**config.mk**
```make
export PLATFORM = sky130hd
export DESIGN_NAME = mult_div_unit
export DESIGN_NICKNAME = d
export VERILOG_FILES = /design/src/rtl/mult_div_unit.sv
export SDC_FILE = /design/constraint.sdc
export NUM_CORES = 1
export LEC_CHECK = 0
export CAP_MARGIN = 20
export CORE_MARGIN = 2
export CORE_UTILIZATION = 50
export DETAILED_ROUTE_END_ITERATION = 10
export PLACE_DENSITY = 0.78
export SLEW_MARGIN = 20
export SYNTH_ARGS = -nofsm -noshare
export SYNTH_HDL_FRONTEND = slang
export SYNTH_SLANG_ARGS = --single-unit
```
**constraint.sdc**
```tcl
create_clock -name clk -period 9.1 [get_ports clk]
set_clock_uncertainty 0.15 [all_clocks]
set_input_delay 1.365 -clock clk [delete_from_list [all_inputs] [get_ports clk]]
set_output_delay 1.365 -clock clk [all_outputs]
set_load 0.05 [all_outputs]
```
**src/rtl/mult_div_unit.sv**
```systemverilog
// Iterative MULT/MULTU/DIV/DIVU unit owning HI/LO, plus MTHI/MTLO writes; 33 edges from accept to result.
// No backpressure: busy stalls the controller and any start while busy is dropped.
module mult_div_unit (
    input  logic        clk,
    input  logic        reset,
    input  logic        start,
    input  logic [5:0]  functcode,
    input  logic [31:0] rs_content,
    input  logic [31:0] rt_content,
    output logic        busy,
    output logic        done,
    output logic [31:0] HI,
    output logic [31:0] LO
);

    localparam logic [5:0] FN_MTHI = 6'h11;
    localparam logic [5:0] FN_MTLO = 6'h13;

    typedef enum logic [1:0] {
        IDLE  = 2'd0,
        RUN   = 2'd1,
        FIXUP = 2'd2
    } state_t;

    state_t      state_q;
    logic [4:0]  cnt_q;
    logic [63:0] acc_q;
    logic [31:0] opb_q;
    logic        is_div_q;
    logic        neg_res_q;
    logic        neg_rem_q;
    logic        dz_q;
    logic        busy_q;
    logic        done_q;
    logic [31:0] hi_q;
    logic [31:0] lo_q;

    logic        is_md;
    logic        op_div;
    logic        sa;
    logic        sb;
    logic [31:0] mag_a;
    logic [31:0] mag_b;
    logic [63:0] acc_d;
    logic [31:0] opb_d;
    logic [63:0] acc_step;
    logic [32:0] mul_sum;
    logic [32:0] div_shift;
    logic        div_ok;
    logic [31:0] div_rem;
    logic [63:0] prod_neg;
    logic [31:0] fix_hi;
    logic [31:0] fix_lo;

    // Operand decode at accept: signed ops work on magnitudes, signs are fixed up at the end.
    always_comb begin
        is_md  = (functcode[5:2] == 4'b0110);
        op_div = functcode[1];
        sa     = ~functcode[0] & rs_content[31];
        sb     = ~functcode[0] & rt_content[31];
        mag_a  = sa ? (32'd0 - rs_content) : rs_content;
        mag_b  = sb ? (32'd0 - rt_content) : rt_content;
        opb_d  = op_div ? mag_b : mag_a;
        acc_d  = {32'd0, (op_div ? mag_a : mag_b)};
    end

    // One radix-2 step. Divide keeps remainder in acc[63:32], dividend/quotient in acc[31:0].
    always_comb begin
        mul_sum   = {1'b0, acc_q[63:32]} + (acc_q[0] ? {1'b0, opb_q} : 33'd0);
        div_shift = {acc_q[63:32], acc_q[31]};
        div_ok    = (div_shift >= {1'b0, opb_q});
        div_rem   = div_ok ? (div_shift[31:0] - opb_q) : div_shift[31:0];
        acc_step  = is_div_q ? {div_rem, acc_q[30:0], div_ok} : {mul_sum, acc_q[31:1]};
    end

    // A zero divisor yields an all-ones quotient and remainder |rs|; signing the remainder restores rs.
    always_comb begin
        prod_neg = 64'd0 - acc_q;
        if (is_div_q) begin
            fix_hi = neg_rem_q ? (32'd0 - acc_q[63:32]) : acc_q[63:32];
            fix_lo = (neg_res_q & ~dz_q) ? (32'd0 - acc_q[31:0]) : acc_q[31:0];
        end else begin
            fix_hi = neg_res_q ? prod_neg[63:32] : acc_q[63:32];
            fix_lo = neg_res_q ? prod_neg[31:0]  : acc_q[31:0];
        end
    end

    always_ff @(posedge clk or posedge reset) begin
        if (reset) begin
            state_q   <= IDLE;
            cnt_q     <= 5'd0;
            acc_q     <= 64'd0;
            opb_q     <= 32'd0;
            is_div_q  <= 1'b0;
            neg_res_q <= 1'b0;
            neg_rem_q <= 1'b0;
            dz_q      <= 1'b0;
            busy_q    <= 1'b0;
            done_q    <= 1'b0;
            hi_q      <= 32'd0;
            lo_q      <= 32'd0;
        end else begin
            done_q <= 1'b0;
            case (state_q)
                IDLE: begin
                    if (start) begin
                        if (is_md) begin
                            state_q   <= RUN;
                            busy_q    <= 1'b1;
                            cnt_q     <= 5'd0;
                            acc_q     <= acc_d;
                            opb_q     <= opb_d;
                            is_div_q  <= op_div;
                            neg_res_q <= sa ^ sb;
                            neg_rem_q <= sa;
                            dz_q      <= (rt_content == 32'd0);
                        end else if (functcode == FN_MTHI) begin
                            hi_q <= rs_content;
                        end else if (functcode == FN_MTLO) begin
                            lo_q <= rs_content;
                        end
                    end
                end
                RUN: begin
                    acc_q <= acc_step;
                    cnt_q <= cnt_q + 5'd1;
                    if (cnt_q == 5'd31) begin
                        state_q <= FIXUP;
                    end
                end
                FIXUP: begin
                    hi_q    <= fix_hi;
                    lo_q    <= fix_lo;
                    busy_q  <= 1'b0;
                    done_q  <= 1'b1;
                    state_q <= IDLE;
                end
                default: state_q <= IDLE;
            endcase
        end
    end

    assign busy = busy_q;
    assign done = done_q;
    assign HI   = hi_q;
    assign LO   = lo_q;

endmodule
```
==> metrics.txt <==
# TYPE chip_impl_metric gauge
chip_impl_metric{name="clock.fmax",unit="MHz"} 219
chip_impl_metric{name="dieArea",unit="µm²"} 30700
chip_impl_metric{name="first_iter_violations",unit=""} 1877
chip_impl_metric{name="grt_antenna_before_repair",unit=""} 0
chip_impl_metric{name="power.static_leakage",unit="nW"} 7.08
chip_impl_metric{name="ys_ff_latch",unit=""} 173
chip_impl_metric{name="place.detailed.instances",unit=""} 2331
chip_impl_metric{name="detailedPlace.worstSlack",unit="ps"} 4190
chip_impl_metric{name="drt_pass1_iterations",unit=""} 6
chip_impl_metric{name="die_extent_in_y",unit="µm"} 175
chip_impl_metric{name="globalplace.congestion",unit=""} 0.970
chip_impl_metric{name="wire_length_of_the_first_global_routing_pass",unit="mm"} 79.8
chip_impl_info{name="clock_tree_from_tritoncts",value="yes"} 1
chip_impl_metric{name="final-instance-count-excl-fill",unit=""} 2365
chip_impl_metric{name="num-nets-final",unit=""} 2113
chip_impl_metric{name="vdd_drop_max",unit="mV"} 0.307
chip_impl_metric{name="cp_max_fo",unit=""} 7
chip_impl_metric{name="vias_in_the_first_global_route",unit=""} 14000
chip_impl_info{name="critical_path.reg2reg.endpoint",value="acc_q[53]$_DFFE_PP0P_"} 1
chip_impl_metric{name="report.final.setup_viol",unit=""} 0
chip_impl_metric{name="gr-usage-all-layers",unit=""} 0.333
chip_impl_metric{name="regToRegSetupSlack",unit="ps"} 4610
chip_impl_metric{name="post_drt_via_cell_ratio",unit=""} 6.38
chip_impl_metric{name="floorplan.die.width",unit="µm"} 175
chip_impl_metric{name="cts.hold.buffers_added",unit=""} 0
chip_impl_metric{name="drt.antenna.violating_nets",unit=""} 0
chip_impl_metric{name="fillerInstances",unit=""} 2561
chip_impl_metric{name="worstPathRequired",unit="ps"} 9290
chip_impl_metric{name="clk_path_buf_depth",unit=""} 2
chip_impl_metric{name="wl",unit="mm"} 51.4
chip_impl_metric{name="maxSlewHeadroom",unit=""} 0.289
chip_impl_metric{name="initial_utilization",unit=""} 0.510
chip_impl_metric{name="clock-sinks",unit=""} 173
chip_impl_metric{name="period_minus_slack",unit="ps"} 4570
chip_impl_metric{name="synth-edff-count",unit=""} 0
chip_impl_metric{name="layout-drive-gt1-share",unit=""} 0.0409
chip_impl_info{name="outcome",value="finished, final reports clean"} 1
chip_impl_metric{name="rr_worst_depth",unit=""} 14
chip_impl_info{name="netlist.top_cell.by_area",value="sky130_fd_sc_hd__dfrtp_1"} 1
chip_impl_info{name="critical_path.endpoint_type",value="flip-flop"} 1
chip_impl_metric{name="maxCapViolations",unit=""} 0
chip_impl_metric{name="grt_start_max_net_pins",unit=""} 119
chip_impl_info{name="unrepaired_setup_endpoints_after_global_routing",value="false"} 1
chip_impl_metric{name="io-pin-count",unit=""} 139
chip_impl_info{name="cts_root_buf",value="sky130_fd_sc_hd__clkbuf_16"} 1
chip_impl_metric{name="globalRoute.totalOverflow",unit=""} 0
chip_impl_metric{name="hold_path_cells",unit=""} 2
chip_impl_metric{name="async_reset_ff_frac",unit=""} 1.00
chip_impl_metric{name="timing_worst_slew_pin_value",unit="ps"} 1070
chip_impl_metric{name="area_delta_synth_final",unit="%"} 14.9
chip_impl_metric{name="cts_repair_resized_insts",unit=""} 0
chip_impl_metric{name="timing.final.max_slew_violations",unit=""} 0
chip_impl_info{name="synth.top_cells.by_area",value="sky130_fd_sc_hd__dfrtp_1, sky130_fd_sc_hd__a21oi_1, sky130_fd_sc_hd__o21ai_0"} 1
chip_impl_metric{name="ys_seq_area_frac",unit=""} 0.295
chip_impl_metric{name="hold_viol",unit=""} 0
chip_impl_metric{name="ys_types",unit=""} 76
chip_impl_metric{name="htreeDepth",unit=""} 4
chip_impl_metric{name="netlist_area",unit="µm²"} 14700
chip_impl_metric{name="antenna_cells_inserted",unit=""} 0
chip_impl_metric{name="core_area",unit="µm²"} 28800
chip_impl_metric{name="synthesis.instances",unit=""} 1912
chip_impl_info{name="synth-main-ff-cell",value="sky130_fd_sc_hd__dfrtp_1"} 1
chip_impl_metric{name="tritoncts.num_buffers",unit=""} 17
chip_impl_metric{name="io_buffer_count",unit=""} 138
chip_impl_metric{name="number_of_warnings_issued_by_yosys",unit=""} 0
chip_impl_metric{name="row_count",unit=""} 62
chip_impl_metric{name="seqCellArea",unit="µm²"} 4330
chip_impl_metric{name="place_hpwl",unit="mm"} 38.3
chip_impl_info{name="hold-path-endpoint",value="LO[6]$_DFFE_PP0P_"} 1
chip_impl_metric{name="worstPathArrival",unit="ps"} 4760
chip_impl_info{name="timing.hold.worst.start",value="LO[6]$_DFFE_PP0P_"} 1
chip_impl_metric{name="post-route-util",unit=""} 0.586
chip_impl_metric{name="vias",unit=""} 15100
chip_impl_info{name="critPathKind",value="in -> reg"} 1
chip_impl_metric{name="drc",unit=""} 0
chip_impl_metric{name="finalSetupTns",unit="ps"} 0
chip_impl_metric{name="synth_fp_nets",unit=""} 2057
chip_impl_info{name="timing.hold.worst.class",value="reg -> reg"} 1
chip_impl_metric{name="insertion_delay",unit="ps"} 450
chip_impl_metric{name="power_per_cell_area",unit="nW/µm²"} 378
chip_impl_metric{name="post_cts_setup_bufs",unit=""} 0
chip_impl_metric{name="detail_route.wl_per_cell",unit="µm"} 21.7
chip_impl_metric{name="clk_pin_slew_worst_paths",unit="ps"} 80
chip_impl_metric{name="post-synth-top-area-fraction",unit=""} 0.295
chip_impl_info{name="reg2reg_from",value="acc_q[0]$_DFFE_PP0P_"} 1
chip_impl_metric{name="average_cell_area_after_synthesis",unit="µm²"} 7.67
chip_impl_info{name="crit_path_start_kind",value="primary input"} 1
chip_impl_metric{name="area_taken_by_multi_input_logic_gates",unit="µm²"} 9650
chip_impl_metric{name="final.setup.worst_slack",unit="ps"} 4530
chip_impl_metric{name="post-route-period-util",unit=""} 0.502
-- state kept, by name, indices dropped and copies added (netlist names), 2 cells and up --
register,flops
HI,32
LO,32
acc_q,64
cnt_q,5
opb_q,32
state_q,2
-- synthesized netlist by cell type, types with 35 or more instances --
| cell | count |
|---|---|
| sky130_fd_sc_hd__a21o_1 | 35 |
| sky130_fd_sc_hd__xnor2_1 | 85 |
| sky130_fd_sc_hd__nor3_1 | 36 |
| sky130_fd_sc_hd__mux2i_1 | 46 |
| sky130_fd_sc_hd__ha_1 | 70 |
| sky130_fd_sc_hd__dfrtp_1 | 173 |
| sky130_fd_sc_hd__xor2_1 | 86 |
| sky130_fd_sc_hd__nor2_1 | 229 |
| sky130_fd_sc_hd__o21ai_0 | 176 |
| sky130_fd_sc_hd__nand2_1 | 193 |
| sky130_fd_sc_hd__a211oi_1 | 51 |
| sky130_fd_sc_hd__inv_1 | 64 |
| sky130_fd_sc_hd__a21oi_1 | 215 |
| sky130_fd_sc_hd__clkbuf_1 | 104 |
-- worst max-delay path, cell delays in order --
cell and delay (ps):
sky130_fd_sc_hd__clkdlybuf4s50_1 530, sky130_fd_sc_hd__or4_1 560, sky130_fd_sc_hd__nor3_1 250, sky130_fd_sc_hd__nor3b_2 290, sky130_fd_sc_hd__nand2_1 200, sky130_fd_sc_hd__or4_1 540, sky130_fd_sc_hd__o41ai_2 340, sky130_fd_sc_hd__xor2_1 260
sky130_fd_sc_hd__a211oi_1 110, sky130_fd_sc_hd__a311o_1 310
-- final cells by class --
class                           instances  area share
Clock inverter                         14     0.00787
Inverter                               66      0.0150
Multi-Input combinational cell       1551       0.572
Tap cell                              384      0.0285
Sequential cell                       173       0.257
Timing Repair Buffer                  159      0.0934
Clock buffer                           18      0.0261
-- power by group --
part	leakage [nW]	internal, mW	switching [mW]
combinational	4.82	1.58	2.51
sequential	2.01	1.07	0.495
clock	0.259	0.366	0.356
-- cells by family after synthesis --
kind of cell / share of synthesized area
simple gates: 0.196
xor+xnor: 0.102
buf+inv: 0.0500
flops: 0.295
fa+ha+maj: 0.0624
compound gates: 0.263
mux: 0.0314
-- layer usage --
| metal | GRT usage | routed length [µm] |
|---|---|---|
| met5 | 0 | 0 |
| met4 | 0.133 | 2030 |
| met3 | 0.0639 | 5400 |
| met2 | 0.508 | 22400 |
| met1 | 0.467 | 21500 |
-- placed cells by master (no fill, tap or decap), types with 36 or more instances in the layout --
cell type / count
sky130_fd_sc_hd__a211oi_1: 51
sky130_fd_sc_hd__mux2i_1: 46
sky130_fd_sc_hd__nor3_1: 36
sky130_fd_sc_hd__nand2_1: 193
sky130_fd_sc_hd__o21ai_0: 176
sky130_fd_sc_hd__a21oi_1: 215
sky130_fd_sc_hd__nor2_1: 226
sky130_fd_sc_hd__inv_1: 63
sky130_fd_sc_hd__xor2_1: 86
sky130_fd_sc_hd__dfrtp_1: 172
sky130_fd_sc_hd__ha_1: 70
sky130_fd_sc_hd__xnor2_1: 85
sky130_fd_sc_hd__clkdlybuf4s50_1: 137
-- how the worst max path moves through the flow --
stage,startpoint,end,slack [ps],depth (start not counted)
2_1_floorplan,reset,HI[0]$_DFFE_PP0P_,2900,1
3_5_place_dp,rs_content[7],acc_q[26]$_DFFE_PP0P_,4190,10
6_report,rs_content[5],acc_q[26]$_DFFE_PP0P_,4530,10
4_1_cts,rs_content[7],acc_q[26]$_DFFE_PP0P_,4620,10
3_3_place_gp,rs_content[7],acc_q[26]$_DFFE_PP0P_,4250,10
5_1_grt,rt_content[3],acc_q[29]$_DFFE_PP0P_,4290,11
-- per-stage QoR --
step	power (mW)	hold slack, ps	cell area (µm²)
global placement	5.48	312	16200
global route	6.83	350	16900
finish	6.37	328	16900
floorplan	4.40	300	14700
detailed placement	5.55	316	16200
CTS	6.29	332	16800
Power figures use the tool's default switching activity.
